==> config.mk <==
export PLATFORM = sky130hd
export DESIGN_NAME = pwm_periph
export DESIGN_NICKNAME = d
export VERILOG_FILES = /design/src/rtl/pwm_pkg.sv /design/src/rtl/pwm_core.sv /design/src/rtl/pwm_periph.sv
export SDC_FILE = /design/constraint.sdc
export NUM_CORES = 1
export LEC_CHECK = 0
export BUFFER_PORTS_ARGS = -buffer_cell sky130_fd_sc_hd__buf_2
export CORE_MARGIN = 2
export CORE_UTILIZATION = 36
export DETAILED_ROUTE_END_ITERATION = 6
export RECOVER_POWER = 100
export SLEW_MARGIN = 20
export SYNTH_ARGS = -nofsm -noshare
export SYNTH_HDL_FRONTEND = slang
export SYNTH_HIERARCHICAL = 1
export SYNTH_SLANG_ARGS = --single-unit
==> constraint.sdc <==
create_clock -name clk -period 6 [get_ports clk]
set_input_delay 1.2 -clock clk [delete_from_list [all_inputs] [get_ports clk]]
set_output_delay 1.2 -clock clk [all_outputs]
set_load 0.005 [all_outputs]
==> src/rtl/pwm_pkg.sv <==
// rtl/pwm_pkg.sv - shared register offsets, CTRL bit positions and default width for the PWM peripheral
package pwm_pkg;

  localparam int DEFAULT_CNT_W = 16;

  localparam logic [1:0] REG_CTRL   = 2'd0;
  localparam logic [1:0] REG_PERIOD = 2'd1;
  localparam logic [1:0] REG_DUTY   = 2'd2;
  localparam logic [1:0] REG_COUNT  = 2'd3;

  localparam int EN       = 0;
  localparam int WRAP_STS = 8;
  localparam int IRQ_MASK = 9;

endpackage

==> src/rtl/pwm_core.sv <==
// rtl/pwm_core.sv - PWM counter, active period/duty registers, compare and wrap pulse
module pwm_core
  import pwm_pkg::*;
#(
  parameter int CNT_W = DEFAULT_CNT_W
) (
  input  logic             clk,
  input  logic             rst,
  input  logic             en,
  input  logic [CNT_W-1:0] per_s,
  input  logic [CNT_W-1:0] duty_s,
  output logic [CNT_W-1:0] cnt,
  output logic             pwm_out,
  output logic             wrap
);

  logic             en_d;
  logic             rise;
  logic [CNT_W-1:0] per_a;
  logic [CNT_W-1:0] duty_a;

  assign rise = en & ~en_d;
  // A wrap needs the counter to have been running already; the enable cycle itself only loads.
  assign wrap = en & en_d & (cnt == per_a);

  // Counter, active-register load and registered compare; the enable cycle is a pure load cycle
  // with the output held low so the first period starts cleanly from cnt = 0.
  always_ff @(posedge clk or posedge rst) begin
    if (rst) begin
      en_d    <= 1'b0;
      cnt     <= '0;
      per_a   <= '0;
      duty_a  <= '0;
      pwm_out <= 1'b0;
    end else begin
      en_d <= en;
      if (!en) begin
        cnt     <= '0;
        pwm_out <= 1'b0;
      end else if (rise) begin
        per_a   <= per_s;
        duty_a  <= duty_s;
        cnt     <= '0;
        pwm_out <= 1'b0;
      end else begin
        pwm_out <= (cnt < duty_a);
        if (wrap) begin
          cnt    <= '0;
          per_a  <= per_s;
          duty_a <= duty_s;
        end else begin
          cnt <= cnt + 1'b1;
        end
      end
    end
  end

endmodule

==> src/rtl/pwm_periph.sv <==
// rtl/pwm_periph.sv - PWM bus slave: register file, read mux, optional wrap interrupt (PWM_IRQ_EN)
module pwm_periph
  import pwm_pkg::*;
#(
  parameter int CNT_W = DEFAULT_CNT_W
) (
  input  logic        clk,
  input  logic        rst,
  input  logic        bSel,
  input  logic [3:0]  bAddr,
  input  logic        bWr,
  input  logic        bRd,
  input  logic [31:0] bWData,
  output logic [31:0] bRData,
  output logic        pwm_out,
  output logic        irq
);

  logic             wr;
  logic             rd;
  logic [1:0]       reg_sel;
  logic             ctrl_en;
  logic [CNT_W-1:0] per_s;
  logic [CNT_W-1:0] duty_s;
  logic [CNT_W-1:0] cnt;
  logic             wrap;
  logic             sts_q;
  logic             mask_q;
  logic [31:0]      rd_mux;
  logic             unused_bits;

  assign wr      = bSel & bWr;
  assign rd      = bSel & bRd;
  assign reg_sel = bAddr[3:2];

  // Byte-lane bits of the address and write-data bits outside the fields carry no meaning.
  assign unused_bits = ^{bAddr[1:0], bWData, wrap};

  function automatic logic [31:0] zext(input logic [CNT_W-1:0] v);
    zext = '0;
    zext[CNT_W-1:0] = v;
  endfunction

  // Writable registers: EN and the period/duty shadows.
  always_ff @(posedge clk or posedge rst) begin
    if (rst) begin
      ctrl_en <= 1'b0;
      per_s   <= '0;
      duty_s  <= '0;
    end else if (wr) begin
      case (reg_sel)
        REG_CTRL:   ctrl_en <= bWData[EN];
        REG_PERIOD: per_s   <= bWData[CNT_W-1:0];
        REG_DUTY:   duty_s  <= bWData[CNT_W-1:0];
        default:    ;
      endcase
    end
  end

`ifdef PWM_IRQ_EN
  // Sticky wrap status and its mask; a wrap in the same cycle as a clear keeps the status set.
  always_ff @(posedge clk or posedge rst) begin
    if (rst) begin
      sts_q  <= 1'b0;
      mask_q <= 1'b0;
    end else begin
      if (wr && reg_sel == REG_CTRL) begin
        mask_q <= bWData[IRQ_MASK];
      end
      if (wrap) begin
        sts_q <= 1'b1;
      end else if (wr && reg_sel == REG_CTRL && bWData[WRAP_STS]) begin
        sts_q <= 1'b0;
      end
    end
  end

  assign irq = sts_q & mask_q;
`else
  assign sts_q  = 1'b0;
  assign mask_q = 1'b0;
  assign irq    = 1'b0;
`endif

  // Read mux over the pre-write register values; shadows are what PERIOD/DUTY return.
  always_comb begin
    rd_mux = '0;
    case (reg_sel)
      REG_CTRL: begin
        rd_mux[EN]       = ctrl_en;
        rd_mux[WRAP_STS] = sts_q;
        rd_mux[IRQ_MASK] = mask_q;
      end
      REG_PERIOD: rd_mux = zext(per_s);
      REG_DUTY:   rd_mux = zext(duty_s);
      default:    rd_mux = zext(cnt);
    endcase
  end

  // Registered read data, zero whenever no read is strobed.
  always_ff @(posedge clk or posedge rst) begin
    if (rst) begin
      bRData <= '0;
    end else begin
      bRData <= rd ? rd_mux : '0;
    end
  end

  pwm_core #(
    .CNT_W(CNT_W)
  ) u_core (
    .clk    (clk),
    .rst    (rst),
    .en     (ctrl_en),
    .per_s  (per_s),
    .duty_s (duty_s),
    .cnt    (cnt),
    .pwm_out(pwm_out),
    .wrap   (wrap)
  );

endmodule

==> results of run 1 <==
final cells by class:
| class | count | area share, % |
|---|---|---|
| clock buffers | 14 | 5.36 |
| repair buffers | 40 | 3.59 |
| well taps | 176 | 4.15 |
| clock inverters | 1 | 0.566 |
| flip-flops and latches | 99 | 46.7 |
| inverters | 19 | 1.39 |
| multi-input cells | 236 | 38.2 |
critical path, stage by stage, from the launching register on:
cell and delay, ps:
dfrtp_1 480, xnor2_1 180, nand4_1 140, nor4_1 90, a41oi_1 1070, clkbuf_1 1160, mux2_2 440
flip-flops by register name, summed over array words and instances (netlist names):
name,count
per_s,16
u_core/per_a,16
duty_s,16
ctrl_en,1
u_core/en_d,1
u_core/pwm_out,1
u_core/cnt,16
bRData,16
u_core/duty_a,16
path summary, 6_finish.rpt:
path | endpoint | slack, ps
min | u_core/duty_a[4] | 500
max in group asynchronous | u_core/per_a[12] | 3520
max | u_core/duty_a[0] | 2310
max reg2reg | u_core/duty_a[0] | 2310
min in group asynchronous | bRData[1] | 1460
min reg2reg | u_core/duty_a[4] | 500
stage by stage:
step / power [mW] / hold WS [ps] / worst slack (ps) / area (µm²)
after floorplan: 1.39 / 466 / 3600 / 5020
after global placement: 1.49 / 491 / 3030 / 5210
after detailed placement: 1.51 / 495 / 3000 / 5210
after CTS: 2.12 / 516 / 3360 / 5520
after global routing: 2.09 / 520 / 2100 / 5300
final: 1.97 / 502 / 2310 / 5300
power groups by stage:
stage | Combinational (mW) | Sequential [mW] | Clock [mW]
3_3_place_gp | 0.524 | 0.965 | 0
5_1_grt | 0.470 | 0.977 | 0.645
6_report | 0.421 | 0.956 | 0.598
4_1_cts | 0.538 | 0.965 | 0.617
3_5_place_dp | 0.536 | 0.972 | 0
2_1_floorplan | 0.455 | 0.933 | 0
layer usage:
metal	global-route usage, %	vias up	routed length [µm]
met1	19.3	1396	4550
met4	4.67	0	113
met2	22.1	56	4740
met5	0	-	0
li1	-	1329	-
met3	3.10	10	273
==> impl_metrics.csv, run 1 <==
group,metric,value,unit
run_status,status,"finished with violations",
run_status,violations,"capacitance limit, slew limit",
power,p_clk_share,30.3,%
power,pwr-share-comb,21.3,%
worst_hold_path,min_path_cells,1,
sta,fin_crit_sh,61.6,%
yosys,ys_warn_count,6,
clocking,cts_tree,"built",
power,switching_power,0.545,mW
clocking,clk_latency,340,ps
worst_hold_path,hold_class,"reg2reg",
global_route,grt_max_degree,51,
die,die_h,121,µm
sta,fin_skew,5.12,ps
power,power_per_cell_area,373,mW/mm²
setup_path,r2r_start,"u_core/cnt[2]",
drt,via_per_inst,4.77,
sta,slew_headroom,-50.3,%
die,num_rows,42,
cells_and_area,final_layout_size_suffix_gt1_share,18.1,%
global_route,grt_pass1_vias,2888,
yosys,netlist_instances,368,
cells_and_area,final-seq-area,0.00248,mm²
sta,timing.fmax,271,MHz
cells_and_area,fin_cells,585,
yosys,syn_area_per_cell,13.5,µm²
global_route,grt_pass1_wl,15.6,mm
drt,routed-via-count,2791,
sta,hold_violations,0,
cells_and_area,diodes,0,
drt,first_pass_iters,4,
clocking,ctsHoldBuffers,0,
drt,wl_per_cell,16.5,µm
clocking,clock_path_buffers,2,
place,dp_hpwl,6.47,mm
cells_and_area,post-route-util,39.7,%
cells_and_area,syn2layout_area_growth,6.91,%
power,ir_worst_vdd,130,µV
place,placed_cells,570,
die,start_util,37.1,%
setup_path,start_kind,"flip-flop",
sta,fin_crit,3690,ps
drt,drc,0,
drt,final_antenna_net_count,0,
setup_path,crit_type,"reg2reg",
sta,drv_slew,123,
global_route,grt_overflow,0,
power,sw_frac_of_total,27.6,%
power,p_leak,2.44,nW
die,die_w,121,µm
setup_path,setup.worst_path.start,"u_core/cnt[2]",
drt,drtIter0Drc,75,
setup_path,cp_max_fo,24,
sta,setup_viol,0,
global_route,grtUsageTotal,14.1,%
worst_hold_path,min-delay-start,"u_core/duty_a[4]",
cells_and_area,final_cell_mix,"99 x dfrtp_1, 43 x mux2_1, 32 x buf_2, 25 x xnor2_1, 22 x nor2_1",
place,numPortBuffers,39,
clocking,clock_sinks,99,
sta,setup_tns,0,ps
die,die_area,0.0147,mm²
setup_path,arrival,3920,ps
drt,wl,9.68,mm
sta,rsz0062_at_grt,"false",
clocking,cts_root_buf,"clkbuf_16",
cells_and_area,nFillCells,1335,
sta,tightest_slew,2240,ps
clocking,htree_levels,3,
cells_and_area,multi_input_comb_area,0.00203,mm²
setup_path,endpoint_kind,"flip-flop",
die,pin_count,75,
place,routabilityCongestion,0.772,
power,pwr-share-seq,48.4,%
cells_and_area,final_common_cell,"dfrtp_1",
flow_run,cap_violations,4,
setup_path,crit_required,6220,ps
clocking,clk_transition_reported_paths,60,ps
setup_path,rr_worst_depth,6,
clocking,cts_made_buffers,9,
clocking,cts_resized,0,
yosys,syn_area,0.00496,mm²
global_route,antenna_found_initial,0,
power,p_int,1.43,mW
die,coreArea,0.0133,mm²
clocking,post_cts_buffers,0,
cells_and_area,nNetsFinal,462,
Note: power is estimated with default switching activity, not from simulation.
==> run 2, diff against run 1 <==
==> constraint.sdc (replaced) <==
create_clock -name clk -period 3.6 [get_ports clk]
set_input_delay 0.72 -clock clk [delete_from_list [all_inputs] [get_ports clk]]
set_output_delay 0.72 -clock clk [all_outputs]
set_load 0.005 [all_outputs]
==> run 2 against run 1 <==
Against the previous run: the flow still finishes with violations (capacitance limit, slew limit); final area rose by 0.26%; worst hold slack got worse by 5.1 ps; setup slack worse by 1500 ps; clock power up 76%; total power rose by 68%; via count increased by 1.7%; die area stayed put; routed wire length up 0.53%.
==> impl_metrics.csv, run 2 (synthesis results as in run 1) <==
group,metric,value,unit
run_status,status,"finished with violations",
run_status,violations,"capacitance limit, slew limit",
sta,fin_skew,4.41,ps
setup_path,endpoint_kind,"flip-flop",
drt,via_per_inst,4.83,
clocking,cts_root_buf,"clkbuf_16",
drt,wl_per_cell,16.5,µm
die,num_rows,42,
cells_and_area,diodes,0,
place,dp_hpwl,6.60,mm
setup_path,cp_max_fo,17,
sta,hold_violations,0,
die,die_w,121,µm
sta,drv_slew,51,
drt,wl,9.73,mm
clocking,post_cts_buffers,0,
setup_path,crit_required,3820,ps
drt,drtIter0Drc,100,
drt,routed-via-count,2839,
die,start_util,37.1,%
sta,setup_viol,0,
sta,fin_crit_sh,76.8,%
global_route,grt_pass1_vias,3009,
die,coreArea,0.0133,mm²
sta,fin_crit,2760,ps
cells_and_area,final_layout_size_suffix_gt1_share,15.5,%
sta,rsz0062_at_grt,"false",
sta,setup_tns,0,ps
clocking,clock_path_buffers,2,
cells_and_area,final_common_cell,"dfrtp_1",
place,pre_cts_ws,941,ps
setup_path,arrival,2990,ps
power,power.total,3.32,mW
worst_hold_path,hold_class,"reg2reg",
clocking,clk_latency,340,ps
clocking,cts_resized,0,
global_route,antenna_found_initial,0,
place,placed_cells,572,
flow_run,cap_violations,1,
sta,tightest_slew,2260,ps
cells_and_area,syn2layout_area_growth,7.19,%
power,p_leak,2.40,nW
die,pin_count,75,
drt,final_antenna_net_count,0,
power,ir_worst_vdd,260,µV
sta,timing.fmax,362,MHz
clocking,cts_made_buffers,9,
clocking,clk_transition_reported_paths,70,ps
clocking,clock_sinks,99,
die,die_h,121,µm
cells_and_area,nNetsFinal,464,
sta,finalWorstSetupSlack,837,ps
global_route,grt_overflow,0,
place,routabilityCongestion,0.782,
drt,first_pass_iters,4,
drt,drc,0,
die,die_area,0.0147,mm²
setup_path,rrSetupSlack,840,ps
clocking,htree_levels,3,
global_route,grtUsageTotal,14.4,%
cells_and_area,fin_cells,588,
clocking,cts_tree,"built",
cells_and_area,post-route-util,39.8,%
global_route,grt_max_degree,51,
cells_and_area,final_cell_mix,"99 x dfrtp_1, 49 x mux2_1, 26 x buf_2, 25 x xnor2_1, 22 x nor2_1",
sta,slew_headroom,-51.8,%
power,power_per_cell_area,625,mW/mm²
setup_path,start_kind,"flip-flop",
clocking,ctsHoldBuffers,0,
setup_path,crit_type,"reg2reg",
global_route,grt_pass1_wl,16.0,mm
place,numPortBuffers,39,
==> run 2: layer usage <==
layer	vias to the layer above	routed length, µm	GRT usage (%)
li1	1330	-	-
met1	1439	4590	19.7
met2	59	4680	22.5
met3	11	282	2.87
met4	0	174	5.53
met5	-	0	0
==> run 2: report_power, final <==
part / total [mW] / leakage (nW) / internal (mW) / switching (mW)
combinational: 0.679 / 0.992 / 0.349 / 0.330
clock: 1.05 / 0.159 / 0.646 / 0.407
sequential: 1.59 / 1.25 / 1.39 / 0.197
total: 3.32 / 2.40 / 2.39 / 0.934
==> run 2: layout make-up <==
type / count / area [µm²]
inverters: 19 / 72.6
multi-input cells: 236 / 2020
flip-flops and latches: 99 / 2480
clock buffers: 12 / 256
fillers: 1315 / 8030
repair buffers: 42 / 194
clock inverters: 4 / 72.6
well taps: 176 / 220
==> run 2: metrics by stage <==
stage	hold WS (ps)	cell area, µm²
3_3_place_gp	491	5220
2_1_floorplan	466	5020
5_1_grt	518	5320
6_report	497	5320
3_5_place_dp	496	5220
4_1_cts	492	5550
==> run 2: critical path: stages (launching register included) <==
cell     delay, ps
dfrtp_1        480
xnor2_1        250
nand4_1        180
nor4_1         550
a41oi_4        460
buf_4          380
mux2_1         350
==> run 2: final timing paths <==
path	end	cells past startpoint	startpoint
setup / recovery	u_core/duty_a[7]	6	u_core/cnt[2]
max in group asynchronous	per_s[9]	3	rst
min in group asynchronous	bRData[1]	2	rst
hold / removal	u_core/duty_a[4]	1	u_core/duty_a[4]
setup reg to reg	u_core/duty_a[7]	6	u_core/cnt[2]
hold reg to reg	u_core/duty_a[4]	1	u_core/duty_a[4]
